`config.mk`:
```
export PLATFORM = sky130hd
export DESIGN_NAME = regbank_fwd_flat
export DESIGN_NICKNAME = d
export VERILOG_FILES = /design/src/rtl/regbank_pkg.sv /design/src/rtl/regbank_fwd_if.sv /design/src/rtl/regbank_fwd_mux.sv /design/src/rtl/regbank_fwd.sv /design/src/flat_wrapper.sv
export SDC_FILE = /design/constraint.sdc
export NUM_CORES = 1
export LEC_CHECK = 0
export ABC_CLOCK_PERIOD_IN_PS = 3400
export CELL_PAD_IN_SITES_DETAIL_PLACEMENT = 0
export CELL_PAD_IN_SITES_GLOBAL_PLACEMENT = 1
export CORE_ASPECT_RATIO = 1.1
export CORE_MARGIN = 10
export CORE_UTILIZATION = 50
export CTS_CLUSTER_SIZE = 28
export DETAILED_ROUTE_END_ITERATION = 16
export PLACE_DENSITY_LB_ADDON = 0.1
export REMOVE_ABC_BUFFERS = 1
export SLEW_MARGIN = 10
export SYNTH_ARGS = -nofsm -noshare
export SYNTH_HDL_FRONTEND = slang
export SYNTH_SLANG_ARGS = --single-unit
```
`constraint.sdc`:
```
create_clock -name clk -period 3.4 [get_ports clk]
set_input_delay 0.68 -clock clk [delete_from_list [all_inputs] [get_ports clk]]
set_output_delay 0.68 -clock clk [all_outputs]
set_load 0.005 [all_outputs]
```
`src/rtl/regbank_pkg.sv`:
```
// Shared encodings and default sizes for the operand-fetch register bank.
package regbank_pkg;

    // Operand source select encodings
    localparam logic [1:0] SEL_REG = 2'b00;
    localparam logic [1:0] SEL_EX  = 2'b01;
    localparam logic [1:0] SEL_DM  = 2'b10;
    localparam logic [1:0] SEL_WB  = 2'b11;

    localparam int DEF_DATA_W   = 16;
    localparam int DEF_NUM_REGS = 32;

endpackage

```
`src/rtl/regbank_fwd_if.sv`:
```
// Operand-fetch bus: read/write/issue requests in, operands and busy flags out.
interface regbank_fwd_if
    import regbank_pkg::*;
#(
    parameter int DATA_W = DEF_DATA_W,
    parameter int ADDR_W = $clog2(DEF_NUM_REGS)
);
    logic              stall;
    logic [ADDR_W-1:0] ra;
    logic [ADDR_W-1:0] rb;
    logic              wr_en;
    logic [ADDR_W-1:0] rw;
    logic [DATA_W-1:0] wr_data;
    logic              issue_en;
    logic [ADDR_W-1:0] issue_rd;
    logic [DATA_W-1:0] ans_ex;
    logic [DATA_W-1:0] ans_dm;
    logic [DATA_W-1:0] ans_wb;
    logic [1:0]        sel_a;
    logic [1:0]        sel_b;
    logic [DATA_W-1:0] imm;
    logic              imm_sel;
    logic [DATA_W-1:0] a;
    logic [DATA_W-1:0] b;
    logic              busy_a;
    logic              busy_b;

    // Pipeline control side
    modport master (
        output stall, ra, rb, wr_en, rw, wr_data, issue_en, issue_rd,
               ans_ex, ans_dm, ans_wb, sel_a, sel_b, imm, imm_sel,
        input  a, b, busy_a, busy_b
    );

    // Register bank side
    modport slave (
        input  stall, ra, rb, wr_en, rw, wr_data, issue_en, issue_rd,
               ans_ex, ans_dm, ans_wb, sel_a, sel_b, imm, imm_sel,
        output a, b, busy_a, busy_b
    );
endinterface

```
`src/rtl/regbank_fwd_mux.sv`:
```
// 4:1 operand source mux: register value or one of three forwarded results.
module regbank_fwd_mux
    import regbank_pkg::*;
#(
    parameter int DATA_W = DEF_DATA_W
) (
    input  logic [1:0]        sel,
    input  logic [DATA_W-1:0] in_reg,
    input  logic [DATA_W-1:0] in_ex,
    input  logic [DATA_W-1:0] in_dm,
    input  logic [DATA_W-1:0] in_wb,
    output logic [DATA_W-1:0] y
);

    // Pick the operand source
    always_comb begin
        y = in_reg;
        case (sel)
            SEL_REG: y = in_reg;
            SEL_EX:  y = in_ex;
            SEL_DM:  y = in_dm;
            SEL_WB:  y = in_wb;
            default: y = in_reg;
        endcase
    end

endmodule

```
`src/rtl/regbank_fwd.sv`:
```
// Register bank with registered dual read, write-through bypass, busy
// scoreboard and per-operand forwarding / immediate selection.
module regbank_fwd
    import regbank_pkg::*;
#(
    parameter int DATA_W   = DEF_DATA_W,
    parameter int NUM_REGS = DEF_NUM_REGS,
    parameter int ADDR_W   = $clog2(NUM_REGS),
    parameter int ZERO_REG = 1
) (
    input  logic          clk,
    input  logic          rst_n,
    regbank_fwd_if.slave  bus
);

    localparam bit ZR = (ZERO_REG != 0);

    logic [DATA_W-1:0]   bank_q [NUM_REGS];
    logic [DATA_W-1:0]   bank_d [NUM_REGS];
    logic [DATA_W-1:0]   ar_q, ar_d, br_q, br_d;
    logic [ADDR_W-1:0]   ar_addr_q, ar_addr_d, br_addr_q, br_addr_d;
    logic [NUM_REGS-1:0] busy_q, busy_d;
    logic [DATA_W-1:0]   b_mux;
    logic                wr_legal;

    // A write to r0 is dropped entirely when r0 is hardwired to zero
    assign wr_legal = bus.wr_en && !(ZR && (bus.rw == '0));

    // Read value as it will look after this edge: bypass pending write
    function automatic logic [DATA_W-1:0] load_val(input logic [ADDR_W-1:0] addr);
        if (ZR && (addr == '0))
            return '0;
        else if (wr_legal && (bus.rw == addr))
            return bus.wr_data;
        else
            return bank_q[addr];
    endfunction

    // Bank write
    always_comb begin
        bank_d = bank_q;
        if (wr_legal)
            bank_d[bus.rw] = bus.wr_data;
    end

    // Operand load; while stalled, refresh a held operand if its register is written
    always_comb begin
        ar_d      = ar_q;
        br_d      = br_q;
        ar_addr_d = ar_addr_q;
        br_addr_d = br_addr_q;
        if (!bus.stall) begin
            ar_d      = load_val(bus.ra);
            br_d      = load_val(bus.rb);
            ar_addr_d = bus.ra;
            br_addr_d = bus.rb;
        end else begin
            if (wr_legal && (bus.rw == ar_addr_q))
                ar_d = bus.wr_data;
            if (wr_legal && (bus.rw == br_addr_q))
                br_d = bus.wr_data;
        end
    end

    // Scoreboard: write clears, issue sets (issue applied last so it wins)
    always_comb begin
        busy_d = busy_q;
        if (wr_legal)
            busy_d[bus.rw] = 1'b0;
        if (bus.issue_en)
            busy_d[bus.issue_rd] = 1'b1;
        if (ZR)
            busy_d[0] = 1'b0;
    end

    // State registers
    always_ff @(posedge clk or negedge rst_n) begin
        if (!rst_n) begin
            for (int i = 0; i < NUM_REGS; i++)
                bank_q[i] <= '0;
            ar_q      <= '0;
            br_q      <= '0;
            ar_addr_q <= '0;
            br_addr_q <= '0;
            busy_q    <= '0;
        end else begin
            bank_q    <= bank_d;
            ar_q      <= ar_d;
            br_q      <= br_d;
            ar_addr_q <= ar_addr_d;
            br_addr_q <= br_addr_d;
            busy_q    <= busy_d;
        end
    end

    // Busy flags look at current inputs so a write this cycle already clears them
    always_comb begin
        bus.busy_a = busy_q[bus.ra] & ~(wr_legal && (bus.rw == bus.ra));
        bus.busy_b = busy_q[bus.rb] & ~(wr_legal && (bus.rw == bus.rb));
    end

    regbank_fwd_mux #(.DATA_W(DATA_W)) u_mux_a (
        .sel    (bus.sel_a),
        .in_reg (ar_q),
        .in_ex  (bus.ans_ex),
        .in_dm  (bus.ans_dm),
        .in_wb  (bus.ans_wb),
        .y      (bus.a)
    );

    regbank_fwd_mux #(.DATA_W(DATA_W)) u_mux_b (
        .sel    (bus.sel_b),
        .in_reg (br_q),
        .in_ex  (bus.ans_ex),
        .in_dm  (bus.ans_dm),
        .in_wb  (bus.ans_wb),
        .y      (b_mux)
    );

    // Immediate overrides the B operand
    always_comb begin
        bus.b = bus.imm_sel ? bus.imm : b_mux;
    end

endmodule

```
`src/flat_wrapper.sv`:
```
// flat-port wrapper written by rule: the top's interface ports become plain ports
module regbank_fwd_flat import regbank_pkg::*;
#(
    parameter int DATA_W   = DEF_DATA_W,
    parameter int NUM_REGS = DEF_NUM_REGS,
    parameter int ADDR_W   = $clog2(NUM_REGS),
    parameter int ZERO_REG = 1
)
  (clk, rst_n, bus_stall, bus_ra, bus_rb, bus_wr_en, bus_rw, bus_wr_data, bus_issue_en, bus_issue_rd, bus_ans_ex, bus_ans_dm, bus_ans_wb, bus_sel_a, bus_sel_b, bus_imm, bus_imm_sel, bus_a, bus_b, bus_busy_a, bus_busy_b);
  regbank_fwd_if #(.DATA_W(DATA_W), .ADDR_W(ADDR_W)) bus_i ();
  input  logic clk;
  input  logic rst_n;
  input wire logic [$bits(bus_i.stall)-1:0] bus_stall;
  input wire logic [$bits(bus_i.ra)-1:0] bus_ra;
  input wire logic [$bits(bus_i.rb)-1:0] bus_rb;
  input wire logic [$bits(bus_i.wr_en)-1:0] bus_wr_en;
  input wire logic [$bits(bus_i.rw)-1:0] bus_rw;
  input wire logic [$bits(bus_i.wr_data)-1:0] bus_wr_data;
  input wire logic [$bits(bus_i.issue_en)-1:0] bus_issue_en;
  input wire logic [$bits(bus_i.issue_rd)-1:0] bus_issue_rd;
  input wire logic [$bits(bus_i.ans_ex)-1:0] bus_ans_ex;
  input wire logic [$bits(bus_i.ans_dm)-1:0] bus_ans_dm;
  input wire logic [$bits(bus_i.ans_wb)-1:0] bus_ans_wb;
  input wire logic [$bits(bus_i.sel_a)-1:0] bus_sel_a;
  input wire logic [$bits(bus_i.sel_b)-1:0] bus_sel_b;
  input wire logic [$bits(bus_i.imm)-1:0] bus_imm;
  input wire logic [$bits(bus_i.imm_sel)-1:0] bus_imm_sel;
  output wire logic [$bits(bus_i.a)-1:0] bus_a;
  output wire logic [$bits(bus_i.b)-1:0] bus_b;
  output wire logic [$bits(bus_i.busy_a)-1:0] bus_busy_a;
  output wire logic [$bits(bus_i.busy_b)-1:0] bus_busy_b;
  assign bus_i.stall = bus_stall;
  assign bus_i.ra = bus_ra;
  assign bus_i.rb = bus_rb;
  assign bus_i.wr_en = bus_wr_en;
  assign bus_i.rw = bus_rw;
  assign bus_i.wr_data = bus_wr_data;
  assign bus_i.issue_en = bus_issue_en;
  assign bus_i.issue_rd = bus_issue_rd;
  assign bus_i.ans_ex = bus_ans_ex;
  assign bus_i.ans_dm = bus_ans_dm;
  assign bus_i.ans_wb = bus_ans_wb;
  assign bus_i.sel_a = bus_sel_a;
  assign bus_i.sel_b = bus_sel_b;
  assign bus_i.imm = bus_imm;
  assign bus_i.imm_sel = bus_imm_sel;
  assign bus_a = bus_i.a;
  assign bus_b = bus_i.b;
  assign bus_busy_a = bus_i.busy_a;
  assign bus_busy_b = bus_i.busy_b;
  regbank_fwd #(.DATA_W(DATA_W), .NUM_REGS(NUM_REGS), .ADDR_W(ADDR_W), .ZERO_REG(ZERO_REG)) u_core (.clk(clk), .rst_n(rst_n), .bus(bus_i));
endmodule
```
# Word level (Yosys, flattened, before mapping)
# Cells that the tools add are included.
dict set report totals {
  regBits 585
  elab_cells 113
  input_bits 110
}
dict set report op_classes {
  n_lt_le_gt_ge 10
  n_mux 30
  n_bitwise 10
  eq_ne 12
  n_reduce_logical 14
}
# cell count
set op_table {}
lappend op_table {{bitwise mux 512 bit} 1}
lappend op_table {{2-to-1 mux 16 bit} 14}
lappend op_table {{binary-select mux 16 bit (select 5 bit)} 2}
lappend op_table {{case mux 16 bit (4 select lines)} 2}
lappend op_table {{demux 16 bit (select 5 bit)} 1}
lappend op_table {{2-to-1 mux 32 bit} 2}
lappend op_table {{AND 32 bit} 1}
lappend op_table {{inverter 32 bit} 1}
lappend op_table {{OR 32 bit} 1}
lappend op_table {{less-than comparator 5 x 6 -> 1 bit (second input constant)} 4}
lappend op_table {{equality test 5 bit} 4}
lappend op_table {{>= comparator 6 bit (second input constant)} 3}
lappend op_table {{inverter 5 -> 6 bit} 3}
lappend op_table {{logical NOT 5 bit} 3}
lappend op_table {{binary-select mux 1 bit (select 5 bit)} 2}
lappend op_table {{demux 1 bit (select 5 bit)} 2}
lappend op_table {{>= comparator 5 x 1 -> 1 bit (second input constant)} 2}
lappend op_table {{equality test 2 bit (second input constant)} 4}
lappend op_table {{logical AND 1 bit} 8}
lappend op_table {{less-than comparator 6 x 1 -> 1 bit (second input constant)} 1}
lappend op_table {{equality test 2 x 1 -> 1 bit (second input constant)} 2}
lappend op_table {{logical NOT 2 bit} 2}
lappend op_table {{2-to-1 mux 1 bit} 4}
lappend op_table {{!= test 2 x 1 -> 1 bit (second input constant)} 2}
lappend op_table {{3 further kinds} 5}

# Longest topological paths before layout
dict set report depth {
  ltp_word 9
  mapped_depth 9
  mapped_depth_nobuf 5
}

# By module
# A second synthesis with hierarchy kept.
dict set report hier_totals {
  cells_unflattened 2420
  area_unflattened_um2 33070.5
}
# mod seq_area_each_um2 cells_each area_each_um2 instances
set modules_own_cells {}
lappend modules_own_cells {regbank_fwd 14639.0 2380 32222.2 1}
lappend modules_own_cells {regbank_fwd_mux 0.0 20 424.2 2}

# Worst setup path after synthesis
# Ideal clock, no wire load.
dict set report synth_timing {
  kind {input-to-output}
  from {in bus_rb[0]}
  to {out bus_busy_b}
  slack_ns 0.391
  path_buffers 2
  t_required_ns 2.720
  stages 6
  t_arrival_ns 2.329
  path_cell_list {buf_2 buf_2 mux4_2 mux4_2 nand2b_1 o211a_1}
}
dict set report synth_via {
  elab_chain_len 4
  word_cells_on_any_way 6
  cone_classes {1 x eq/ne; 2 x mux; 2 x bitwise; 1 x reduce/logical}
}
# item line_no
set synth_rtl {}
lappend synth_rtl {{start: declaration} flat_wrapper.sv:15} ;# input wire logic [$bits(bus_i.rb)-1:0] bus_rb;
lappend synth_rtl {{parallel branches: the longest is 3 deep, another holds binary-select mux 1 bit (select 5 bit)} --}
lappend synth_rtl {{AND 1 bit (*)} regbank_fwd.sv:99} ;# bus.busy_b = busy_q[bus.rb] & ~(wr_legal && (bus.rw == bus.rb));
lappend synth_rtl {{end: declaration} flat_wrapper.sv:31} ;# output wire logic [$bits(bus_i.busy_b)-1:0] bus_busy_b;
# Mark *: on every way between the ends. The select of a mux whose other input is x is not followed.

# Final worst setup path
dict set report layout_timing {
  from {in bus_rw[3]}
  to {out bus_busy_a}
}
dict set report layout_via {
  elab_chain_len 6
  word_cells_on_any_way 7
  cone_classes {1 x eq/ne; 2 x bitwise; 4 x reduce/logical}
}
# item line_no
set layout_rtl {}
lappend layout_rtl {{start: declaration} flat_wrapper.sv:17} ;# input wire logic [$bits(bus_i.rw)-1:0] bus_rw;
lappend layout_rtl {{logical NOT 5 bit} regbank_fwd.sv:27} ;# assign wr_legal = bus.wr_en && !(ZR && (bus.rw == '0));
lappend layout_rtl {{logical NOT 1 bit} regbank_fwd.sv:27}
lappend layout_rtl {{logical AND 1 bit} regbank_fwd.sv:27}
lappend layout_rtl {{logical AND 1 bit (*)} regbank_fwd.sv:98} ;# bus.busy_a = busy_q[bus.ra] & ~(wr_legal && (bus.rw == bus.ra));
lappend layout_rtl {{inverter 1 bit (*)} regbank_fwd.sv:98}
lappend layout_rtl {{AND 1 bit (*)} regbank_fwd.sv:98}
lappend layout_rtl {{end: declaration} flat_wrapper.sv:30} ;# output wire logic [$bits(bus_i.busy_a)-1:0] bus_busy_a;
# Every way passes the cells marked *; elsewhere a longest branch is shown, timed or not.

==> summary.md <==
| Metric | Value |
|---|---|
| Outcome | complete, no violations |
| Crit-path max FO | 3 |
| Core ar. | 0.06511 mm2 |
| Detailed-route wire length per cell | 31.36 um |
| DP HPWL | 73700 um |
| Register area share after synthesis | 44.56% |
| Remaining antenna violation count | 0 |
| Critical Path Max Stage Delay | 0.55 ns |
| Die Height | a little under 300 um |
| Most frequent cells in the layout | dfrtp_1 (585), mux2_2 (435), mux2i_1 (270) |
| Placed Cells | 3399 |
| Rows | 98 |
| CP endpoint kind | output port |
| Via Count | 23.32k |
| Die W | 264.4 um |
| Layout cells sized above 1 | 34.39% |
| Final setup fails | 0 |
| Layout fillers | 5193 |
| Crit path DAT | 2.67 ns |
| Root Buffer | clkbuf_16 |
| TritonCTS Buffers | 68 |
| Clock Sinks | 585 |
| Mean Syn Cell Area | around 13 um2 |
| P_leak | between 15 and 20 nW |
| Peak supply drop | 0.4527 mV |
| Residual DRC count | 0 |
| Largest net degree at the start of global routing | between 80 and 90 |
| Ys async rst share | 100.0% |
| GRT overflow | 0 |
| Hold Crit Class | in -> async |
| Setup tns final | 0 ns |
| Commonest non-fill, non-tap cell in the layout | dfrtp_1 |
| RSZ-0062 raised after global routing | no |
| Yosys warns | 0 |
| Final Hold Viols | 0 |
| Clock latency on the worst-skew pair | roughly 0.6 ns |
| Total GRT Usage | 28.69% |
| Max-cap violations | 0 |
| Least-Margin Pin Slew | 1.078 ns |
| DRT Wirelength | around 110000 um |
| Die Area | roughly 0.076 mm2 |
| Global-route wire length before repair | 163400 um |
| Max clock buf depth | 3 |
| Hold buffers post-CTS | 0 |
| Worst Setup Start Kind | primary input |
| Vias in the first global route | 24.26k |
| Final Max Tran Viols | 0 |
| CTS tree | done |
| Vias per Instance | 6.616 |
| Required @ worst endpoint | 2.72 ns |
| Gpl congestion | ~0.93 |
| Post-Syn Instances | approximately 2.5k |
| Crit path top cell by count | clkdlybuf4s50_1 |
| Initial antenna violation count | 4 |
| Clock transition at path regs | about 0.05 ns |
| Starting density of the core | approximately 50% |
| Area Growth Syn to Fin | 16.45% |
| CP cell instances | clkdlybuf4s50_1 > or4_4 > o21a_1 > nand3_2 > nand3b_1 > nand2_1 > clkdlybuf4s50_1 |
| Finished Layout Cells | 3524 |
| Minimum clock period | 3.347 ns |
| Iteration-0 DRC Markers | 2104 |
| Layout Nets | 2730 |
| Ports | 144 |
| Fmax | 298.8 MHz |
| DR pass1 iterations | 5 |
| Ys flop type | dfrtp_1 |
| Slowest stage cell, crit path | or4_4 |
| Flops & latches, synth | 585 |
| Final Skew | 0.01346 ns |
| Power Dens Cells | roughly 560 mW/mm2 |
| Number of enable flip-flop cells after synthesis | 0 |
| Post-synth cell types | 49 |
| H-tree depth | 3 |
| Relative slew slack | roughly 28% |
| # port buffers | ~140 |
| Critical path type | in -> out |
| Final period utilization | 98.43% |
| Util after Layout | 58.76% |
| Syn Std Cell Area | 0.03285 mm2 |
[timing repair]
item	CTS	global route
endpoints found under the setup margin	2	1
pin swaps	0	1
buffers inserted	0	1
resized for setup	2	0
[sequential cells by signal, summed over array words and instances, names as in the netlist]
signal	count
u_core.bank_q	512
u_core.busy_q	31
u_core.ar_q	16
u_core.br_q	16
u_core.ar_addr_q	5
u_core.br_addr_q	5
[cell type report]
cell class / count / area [um2] / share of cell area [%]
tap: 850 / 1064 / 2.780
multi-input combinational: 1634 / 17020 / 44.48
antenna: 2 / 5.005 / 0.01308
inverter: 23 / 86.33 / 0.2257
timing repair buffer: 308 / 3098 / 8.098
clock inverter: 28 / 354.1 / 0.9256
clock buffer: 94 / 1993 / 5.210
sequential: 585 / 14640 / 38.27
[metrics by stage]
step / hold slack, ns / cell area [um2] / total power, mW / setup WS [ns]
2_1_floorplan: 0.3653 / 31670 / 11.84 / 0.4309
3_3_place_gp: 0.3800 / 35890 / 13.63 / 0.01554
3_5_place_dp: 0.3833 / 35890 / 13.86 / -0.002673
4_1_cts: 0.1246 / 38240 / 21.61 / 0.03281
5_1_grt: 0.1411 / 38250 / 22.44 / 0.005700
6_report: 0.1044 / 38260 / 21.54 / 0.05331
[path summary, 6_finish.rpt]
path | start | end | slack [ns] | depth (start not counted)
hold / removal | rst_n | u_core.bank_q[22] | 0.10 | 1
min in group clk | u_core.bank_q[505] | u_core.bank_q[505] | 0.40 | 0
max in group asynchronous | rst_n | u_core.bank_q[321] | 2.32 | 2
setup reg to reg | u_core.bank_q[134] | u_core.br_q[6] | 1.25 | 5
setup / recovery | bus_rw[3] | bus_busy_a | 0.05 | 7
hold reg to reg | u_core.bank_q[505] | u_core.bank_q[505] | 0.40 | 0
[synth_stat cells, types with 12 or more instances]
cell type	number	share of area, %
a21oi_1	32	0.49
a221oi_1	61	1.6
a22o_1	28	0.75
a22oi_1	98	2.2
a31oi_1	15	0.29
and3_1	31	0.59
and4_1	16	0.43
buf_1	14	0.16
buf_2	90	1.4
buf_4	12	0.27
clkbuf_1	145	1.7
dfrtp_1	585	45
inv_1	23	0.26
mux2_1	139	4.8
mux2_2	435	15
mux2i_1	270	8.2
mux4_2	163	11
nand2_1	72	0.82
nand3_1	23	0.35
nand4_1	20	0.38
nand4b_1	16	0.43
nor2_1	16	0.18
nor2b_1	12	0.23
nor3_1	22	0.34
o21ai_0	59	0.90
o22ai_1	34	0.65
[critical path, delay by kind of cell]
family / cells / cell delay (ns)
and+or+nand+nor: 4 / 0.83
buffers and inverters: 2 / 0.93
AOI/OAI and AO/OA: 1 / 0.23
[logic make-up after synthesis]
kind of cell    share of synthesized area, %
mux                                    39.08
xor+xnor                              0.5332
compound gates                         7.088
flops                                  44.56
simple gates                           4.879
buf+inv                                3.862
[power breakdown]
| group | switching [mW] | total (mW) | internal, mW |
|---|---|---|---|
| Sequential | 1.05 | 9.34 | 8.29 |
| Clock | 3.04 | 7.74 | 4.71 |
| Combinational | 1.96 | 4.46 | 2.50 |
[layer usage]
metal | GRT usage (%) | up-vias | routed length, um
met5 | 0 | - | 42
met4 | 11.91 | 6 | 4098
met3 | 5.326 | 220 | 7733
met2 | 46.11 | 934 | 51960
met1 | 37.95 | 12300 | 46670
li1 | - | 9854 | -
No activity file was read; power rests on OpenSTA's default activity.
